## src/rtl/lsu_pkg.sv

```systemverilog
// lsu_pkg: shared sizes, states and error decode for the dmem load/store unit
package lsu_pkg;
    localparam int LSU_ADDR_W = 14;
    localparam int LSU_DATA_W = 32;
    typedef enum logic [1:0] {SZ_BYTE = 2'b00, SZ_HALF = 2'b01, SZ_WORD = 2'b10, SZ_ILL = 2'b11} size_e;
    typedef enum logic [1:0] {IDLE, RD, WAIT, WR} state_e;
    function automatic logic lsu_err(input logic [1:0] size, input logic [1:0] off);
        return (size == SZ_ILL) || (size == SZ_HALF && off[0]) || (size == SZ_WORD && off != 2'b00);
    endfunction
endpackage

```

## src/rtl/dmem_lsu_if.sv

```systemverilog
// dmem_lsu_if: pipeline-side request/response bus of the load/store unit
interface dmem_lsu_if #(parameter int ADDR_W = lsu_pkg::LSU_ADDR_W);
    logic              req_valid;
    logic              req_ready;
    logic              req_we;
    logic [1:0]        req_size;
    logic              req_signed;
    logic [ADDR_W+1:0] req_addr;
    logic [31:0]       req_wdata;
    logic              resp_valid;
    logic [31:0]       resp_rdata;
    logic              resp_err;
    modport master (
        output req_valid, req_we, req_size, req_signed, req_addr, req_wdata,
        input  req_ready, resp_valid, resp_rdata, resp_err
    );
    modport slave (
        input  req_valid, req_we, req_size, req_signed, req_addr, req_wdata,
        output req_ready, resp_valid, resp_rdata, resp_err
    );
endinterface

```

## src/rtl/lsu_lane.sv

```systemverilog
// lsu_lane: little-endian lane extract/extend for loads and lane merge for sub-word stores
module lsu_lane import lsu_pkg::*; (
    input  logic [31:0] mem_rdata,
    input  logic [31:0] wdata,
    input  logic [1:0]  off,
    input  size_e       size,
    input  logic        sgn,
    output logic [31:0] ld_data,
    output logic [31:0] st_data
);
    logic [4:0]  sh;
    logic [7:0]  b;
    logic [15:0] h;
    logic [31:0] mask;
    always_comb begin
        sh = (size == SZ_BYTE) ? {off, 3'b000} : {off[1], 4'b0000};
        b = mem_rdata[{off, 3'b000} +: 8];
        h = off[1] ? mem_rdata[31:16] : mem_rdata[15:0];
        ld_data = (size == SZ_BYTE) ? {{24{sgn & b[7]}}, b} :
                  (size == SZ_HALF) ? {{16{sgn & h[15]}}, h} : mem_rdata;
        mask = (size == SZ_BYTE) ? (32'h0000_00ff << sh) :
               (size == SZ_HALF) ? (32'h0000_ffff << sh) : 32'hffff_ffff;
        st_data = (mem_rdata & ~mask) | ((wdata << sh) & mask);
    end
endmodule

```

## src/rtl/dmem_lsu.sv

```systemverilog
// dmem_lsu: load/store initiator for a 1-cycle-latency single-port data memory
module dmem_lsu import lsu_pkg::*; #(
    parameter int ADDR_W = LSU_ADDR_W,
    parameter int DATA_W = LSU_DATA_W
) (
    input  logic              clk,
    input  logic              rst_n,
    dmem_lsu_if.slave         bus,
    output logic              mem_en,
    output logic              mem_we,
    output logic [ADDR_W-1:0] mem_addr,
    output logic [DATA_W-1:0] mem_wdata,
    input  logic [DATA_W-1:0] mem_rdata
);
    state_e            state, state_n;
    logic              we_q, sgn_q;
    size_e             size_q;
    logic [1:0]        off_q;
    logic [31:0]       wdata_q;
    logic              accept;
    logic              mem_en_n, mem_we_n, resp_valid_n, resp_err_n;
    logic [ADDR_W-1:0] mem_addr_n;
    logic [31:0]       mem_wdata_n, resp_rdata_n, ld_data, st_data;

    assign bus.req_ready = (state == IDLE);
    assign accept = bus.req_ready && bus.req_valid;

    lsu_lane u_lane (
        .mem_rdata (mem_rdata),
        .wdata     (wdata_q),
        .off       (off_q),
        .size      (size_q),
        .sgn       (sgn_q),
        .ld_data   (ld_data),
        .st_data   (st_data)
    );

    always_comb begin
        state_n = state;
        mem_en_n = 1'b0;
        mem_we_n = 1'b0;
        mem_addr_n = mem_addr;
        mem_wdata_n = mem_wdata;
        resp_valid_n = 1'b0;
        resp_rdata_n = '0;
        resp_err_n = 1'b0;
        case (state)
            IDLE: if (accept) begin
                if (lsu_err(bus.req_size, bus.req_addr[1:0])) begin
                    resp_valid_n = 1'b1;
                    resp_err_n = 1'b1;
                end else begin
                    mem_addr_n = bus.req_addr[ADDR_W+1:2];
                    // sub-word stores go through a read first: no byte enables on the memory
                    if (bus.req_we && bus.req_size == SZ_WORD) begin
                        state_n = WR;
                        mem_we_n = 1'b1;
                        mem_wdata_n = bus.req_wdata;
                    end else begin
                        state_n = RD;
                        mem_en_n = 1'b1;
                    end
                end
            end
            RD: state_n = WAIT;
            WAIT: if (we_q) begin
                state_n = WR;
                mem_we_n = 1'b1;
                mem_wdata_n = st_data;
            end else begin
                state_n = IDLE;
                resp_valid_n = 1'b1;
                resp_rdata_n = ld_data;
            end
            WR: begin
                state_n = IDLE;
                resp_valid_n = 1'b1;
            end
            default: state_n = IDLE;
        endcase
    end

    always_ff @(posedge clk or negedge rst_n) begin
        if (!rst_n) begin
            state <= IDLE;
            mem_en <= 1'b0;
            mem_we <= 1'b0;
            mem_addr <= '0;
            mem_wdata <= '0;
            bus.resp_valid <= 1'b0;
            bus.resp_rdata <= '0;
            bus.resp_err <= 1'b0;
            we_q <= 1'b0;
            sgn_q <= 1'b0;
            size_q <= SZ_BYTE;
            off_q <= 2'b00;
            wdata_q <= '0;
        end else begin
            state <= state_n;
            mem_en <= mem_en_n;
            mem_we <= mem_we_n;
            mem_addr <= mem_addr_n;
            mem_wdata <= mem_wdata_n;
            bus.resp_valid <= resp_valid_n;
            bus.resp_rdata <= resp_rdata_n;
            bus.resp_err <= resp_err_n;
            if (accept) begin
                we_q <= bus.req_we;
                sgn_q <= bus.req_signed;
                size_q <= size_e'(bus.req_size);
                off_q <= bus.req_addr[1:0];
                wdata_q <= bus.req_wdata;
            end
        end
    end
endmodule

```

## src/flat_wrapper.sv

```systemverilog
// flat-port wrapper written by rule: the top's interface ports become plain ports
module dmem_lsu_flat import lsu_pkg::*;
#(
    parameter int ADDR_W = LSU_ADDR_W,
    parameter int DATA_W = LSU_DATA_W
)
  (clk, rst_n, mem_en, mem_we, mem_addr, mem_wdata, mem_rdata, bus_req_valid, bus_req_we, bus_req_size, bus_req_signed, bus_req_addr, bus_req_wdata, bus_req_ready, bus_resp_valid, bus_resp_rdata, bus_resp_err);
  dmem_lsu_if #(.ADDR_W(ADDR_W)) bus_i ();
  input  logic clk;
  input  logic rst_n;
  output logic mem_en;
  output logic mem_we;
  output logic [ADDR_W-1:0] mem_addr;
  output logic [DATA_W-1:0] mem_wdata;
  input  logic [DATA_W-1:0] mem_rdata;
  input wire logic [$bits(bus_i.req_valid)-1:0] bus_req_valid;
  input wire logic [$bits(bus_i.req_we)-1:0] bus_req_we;
  input wire logic [$bits(bus_i.req_size)-1:0] bus_req_size;
  input wire logic [$bits(bus_i.req_signed)-1:0] bus_req_signed;
  input wire logic [$bits(bus_i.req_addr)-1:0] bus_req_addr;
  input wire logic [$bits(bus_i.req_wdata)-1:0] bus_req_wdata;
  output wire logic [$bits(bus_i.req_ready)-1:0] bus_req_ready;
  output wire logic [$bits(bus_i.resp_valid)-1:0] bus_resp_valid;
  output wire logic [$bits(bus_i.resp_rdata)-1:0] bus_resp_rdata;
  output wire logic [$bits(bus_i.resp_err)-1:0] bus_resp_err;
  assign bus_i.req_valid = bus_req_valid;
  assign bus_i.req_we = bus_req_we;
  assign bus_i.req_size = bus_req_size;
  assign bus_i.req_signed = bus_req_signed;
  assign bus_i.req_addr = bus_req_addr;
  assign bus_i.req_wdata = bus_req_wdata;
  assign bus_req_ready = bus_i.req_ready;
  assign bus_resp_valid = bus_i.resp_valid;
  assign bus_resp_rdata = bus_i.resp_rdata;
  assign bus_resp_err = bus_i.resp_err;
  dmem_lsu #(.ADDR_W(ADDR_W), .DATA_W(DATA_W)) u_core (.clk(clk), .rst_n(rst_n), .bus(bus_i), .mem_en(mem_en), .mem_we(mem_we), .mem_addr(mem_addr), .mem_wdata(mem_wdata), .mem_rdata(mem_rdata));
endmodule
```

## config.mk

```make
export PLATFORM = sky130hd
export DESIGN_NAME = dmem_lsu_flat
export DESIGN_NICKNAME = d
export VERILOG_FILES = /design/src/rtl/lsu_pkg.sv /design/src/rtl/dmem_lsu_if.sv /design/src/rtl/lsu_lane.sv /design/src/rtl/dmem_lsu.sv /design/src/flat_wrapper.sv
export SDC_FILE = /design/constraint.sdc
export NUM_CORES = 1
export LEC_CHECK = 0
export ABC_AREA = 1
export BUFFER_PORTS_ARGS = -buffer_cell sky130_fd_sc_hd__buf_2
export CAP_MARGIN = 20
export CORE_ASPECT_RATIO = 1.5
export CORE_MARGIN = 2
export CORE_UTILIZATION = 45
export DETAILED_ROUTE_END_ITERATION = 8
export PLACE_DENSITY = 0.73
export SLEW_MARGIN = 20
export SYNTH_ARGS = -nofsm -noshare
export SYNTH_HDL_FRONTEND = slang
export SYNTH_SLANG_ARGS = --single-unit
```

## constraint.sdc

```tcl
create_clock -name clk -period 4.2 [get_ports clk]
set_clock_uncertainty 0.15 [all_clocks]
set_input_delay 0.63 -clock clk [delete_from_list [all_inputs] [get_ports clk]]
set_output_delay 0.63 -clock clk [all_outputs]
set_load 0.02 [all_outputs]
```

==> impl_metrics.csv <==
group,metric,value,unit
grt,antenna_found_initial,0,
yosys,ys_top_cells_by_area,"dfrtp_1 (50%), nand2_1 (12%), a21oi_1 (8.2%), o21ai_0 (7.5%), inv_1 (5.9%)",
status,outcome,"finished clean",
route,wire_per_inst,15.7,microns
critical_path,slowest_stage,"nor2_4",
yosys,synth_nets,903,
yosys,synth_seq_cells,122,
cells_and_area,post-route-util,56.5,%
cts,cts_buffers,17,
place,gp_congestion,0.961,
cts,clock_latency,0.42,ns
yosys,post-synth-top-area-cell,"dfrtp_1",
place,portBuffers,169,
route,via_count,5865,
place,hpwl,13100,microns
cells_and_area,area.growth.synth_to_final,23.3,%
cts,clock_sinks,122,
grt,use_met2,40.0,%
sta,fin_tns_setup,0,ns
yosys,synth_top_area_share,49.7,%
die,dieArea,0.0146,sq mm
power,peakVddDrop,0.425,mV
critical_path,reg2reg_from,"u_core.state[1]",
grt,grt_max_degree,79,
cells_and_area,fin_area,0.00758,sq mm
cells_and_area,num_antenna_cells,0,
critical_path,cp.arrival,2.83,ns
die,rows,52,
cts,cts_buffer_depth,2,
cells_and_area,final_common_cell,"nand2_1",
hold_path,worstHoldPathType,"in -> async",
sta,worst_slew_pin_slew,0.944,ns
critical_path,rr_worst_depth,7,
cells_and_area,fillCellCount,1329,
yosys,synthesis.area,0.00615,sq mm
critical_path,cp-start-kind,"flip-flop",
grt,grtUsageTotal,24.6,%
grt,grt_pass1_wl,28200,microns
sta,fmax,371,MHz
die,die_x,99.4,microns
grt,gr-usage-met1,31.1,%
sta,setup_ws,1.50,ns
cts,cts_resized,0,
die,die-height,147,microns
critical_path,crit_type,"reg -> reg",
power,p_leak,4.21,nW
job,cap_violations,0,
cts,cts_tree,"done",
critical_path,path_cells,"inv_1 -> nor2_4 -> nand2_2 -> nand2_4 -> inv_2 -> nand2_1 -> nand2_1",
sta,slew_headroom,37.1,%
sta,finalCritPeriodShare,64.2,%
cts,cts-hold-fix-buffers,0,
yosys,synth_flop_cell,"dfrtp_1",
power,power.density,854,mW/mm^2
route,ant_nets,0,
yosys,synth_edf_count,0,
yosys,synthCells,816,
cts,cts_root_buffer,"clkbuf_16",
cells_and_area,nNetsFinal,1052,
route,via_per_inst,5.14,
yosys,yosysUniqueCellTypes,23,
route,drc,0,
grt,grt_pass1_vias,5642,
critical_path,cp_top_family,"simple AND/OR/NAND/NOR gates",
route,dr.pass1.iters,5,
yosys,seq_area_frac_synth,49.7,%
grt,top_usage_layer,"met2",
sta,setup_violations,0,
yosys,yosysWarnings,0,
cts,htreeDepth,4,
grt,grt_use_met3,4.52,%
yosys,syn_area_per_cell,7.53,sq um
sta,rsz0062_at_grt,"no",
sta,report.final.slew_viol_count,0,
sta,finalHoldViolations,0,
critical_path,path_common_cell,"nand2_1",
power,total_power,0.00647,W
critical_path,cp_slowest_stage_delay,0.63,ns
yosys,synth_async_sr_flop_share,100,%
place,place_ws,1.55,ns
critical_path,r2r_end,"u_core.mem_wdata[7]",
route,drt_wl_total,17900,microns
cts,clk_pin_slew,0.07,ns
place,placed_area,0.00702,sq mm
critical_path,crit_fanout,35,
cells_and_area,final_cell_mix,"nand2_1 (194), buf_2 (168), dfrtp_1 (122)",
critical_path,crit_buf_inv,2,
critical_path,r2r_slack,1.50,ns
route,drt_iter0_drc,565,
sta,period_minus_slack,2.70,ns
cts,post-cts-setup-buffers,0,
die,start_util,45.9,%
cells_and_area,drive_gt1_share,23.1,%
critical_path,required,4.34,ns
die,core,0.0134,sq mm
critical_path,crit_path_end_kind,"flip-flop",
die,ios,170,
grt,grt_overflow,0,
logic make-up after synthesis:
family / count (synthesis) / share of synthesized area, %
and+or+nand+nor: 341 / 22.9
AOI/OAI and AO/OA: 208 / 17.7
buffers and inverters: 145 / 9.69
DFF: 122 / 49.7
how the worst max path moves through the flow:
stage | startpoint | to | slack, ns | cells after the start
2_1_floorplan | bus_req_size[0] | u_core.mem_wdata[6] | 2.48 | 9
6_report | u_core.state[1] | u_core.mem_wdata[7] | 1.50 | 7
4_1_cts | u_core.state[1] | u_core.mem_wdata[7] | 1.53 | 7
3_5_place_dp | u_core.state[1] | u_core.mem_wdata[7] | 1.55 | 7
5_1_grt | u_core.state[1] | u_core.mem_wdata[7] | 1.29 | 7
3_3_place_gp | u_core.state[1] | u_core.mem_wdata[7] | 1.60 | 7
synth_stat cells, types with 3 or more instances:
cell type  count
a21oi_1      101
buf_2         14
buf_4          7
clkbuf_1      19
dfrtp_1      122
inv_1         97
inv_2          5
nand2_1      194
nand2_2        6
nand3_1       56
nor2_1        77
nor2_4         3
o211ai_1      10
o21ai_0       92
sequential cells by signal, summed over array words and instances (netlist names), 2 cells and up:
name and count:
u_core.bus.resp_rdata 32, u_core.mem_wdata 32, u_core.wdata_q 32, u_core.mem_addr 14, u_core.off_q 2, u_core.size_q 2
u_core.state 2
through the flow:
stage	cells	hold WS (ns)
finish	1140	0.198
global route	1140	0.268
CTS	1140	0.234
detailed placement	1108	0.316
global placement	1108	0.312
floorplan	816	0.184
routing by layer:
metal  share of wire [%]  wire length (microns)
met1                  41                   7250
met2                  48                   8600
met3                 6.7                   1200
met4                 4.7                    835
met5                   0                      0
layout make-up:
class                   count  area (sq um)  area share (%)
flip-flops and latches    122          3050            40.3
multi-input cells         549          2500            33.0
repair buffers            173           878            11.6
clock buffers              17           425            5.61
inverters                 102           383            5.05
well taps                 162           203            2.68
clock inverters            15           136            1.80
power breakdown:
group / switching [W] / leakage [nW] / internal [W]
logic: 0.00212 / 2.42 / 0.000946
registers: 0.000334 / 1.52 / 0.00169
clock network: 0.000609 / 0.271 / 0.000778
No activity file was read; power rests on OpenSTA's default activity.
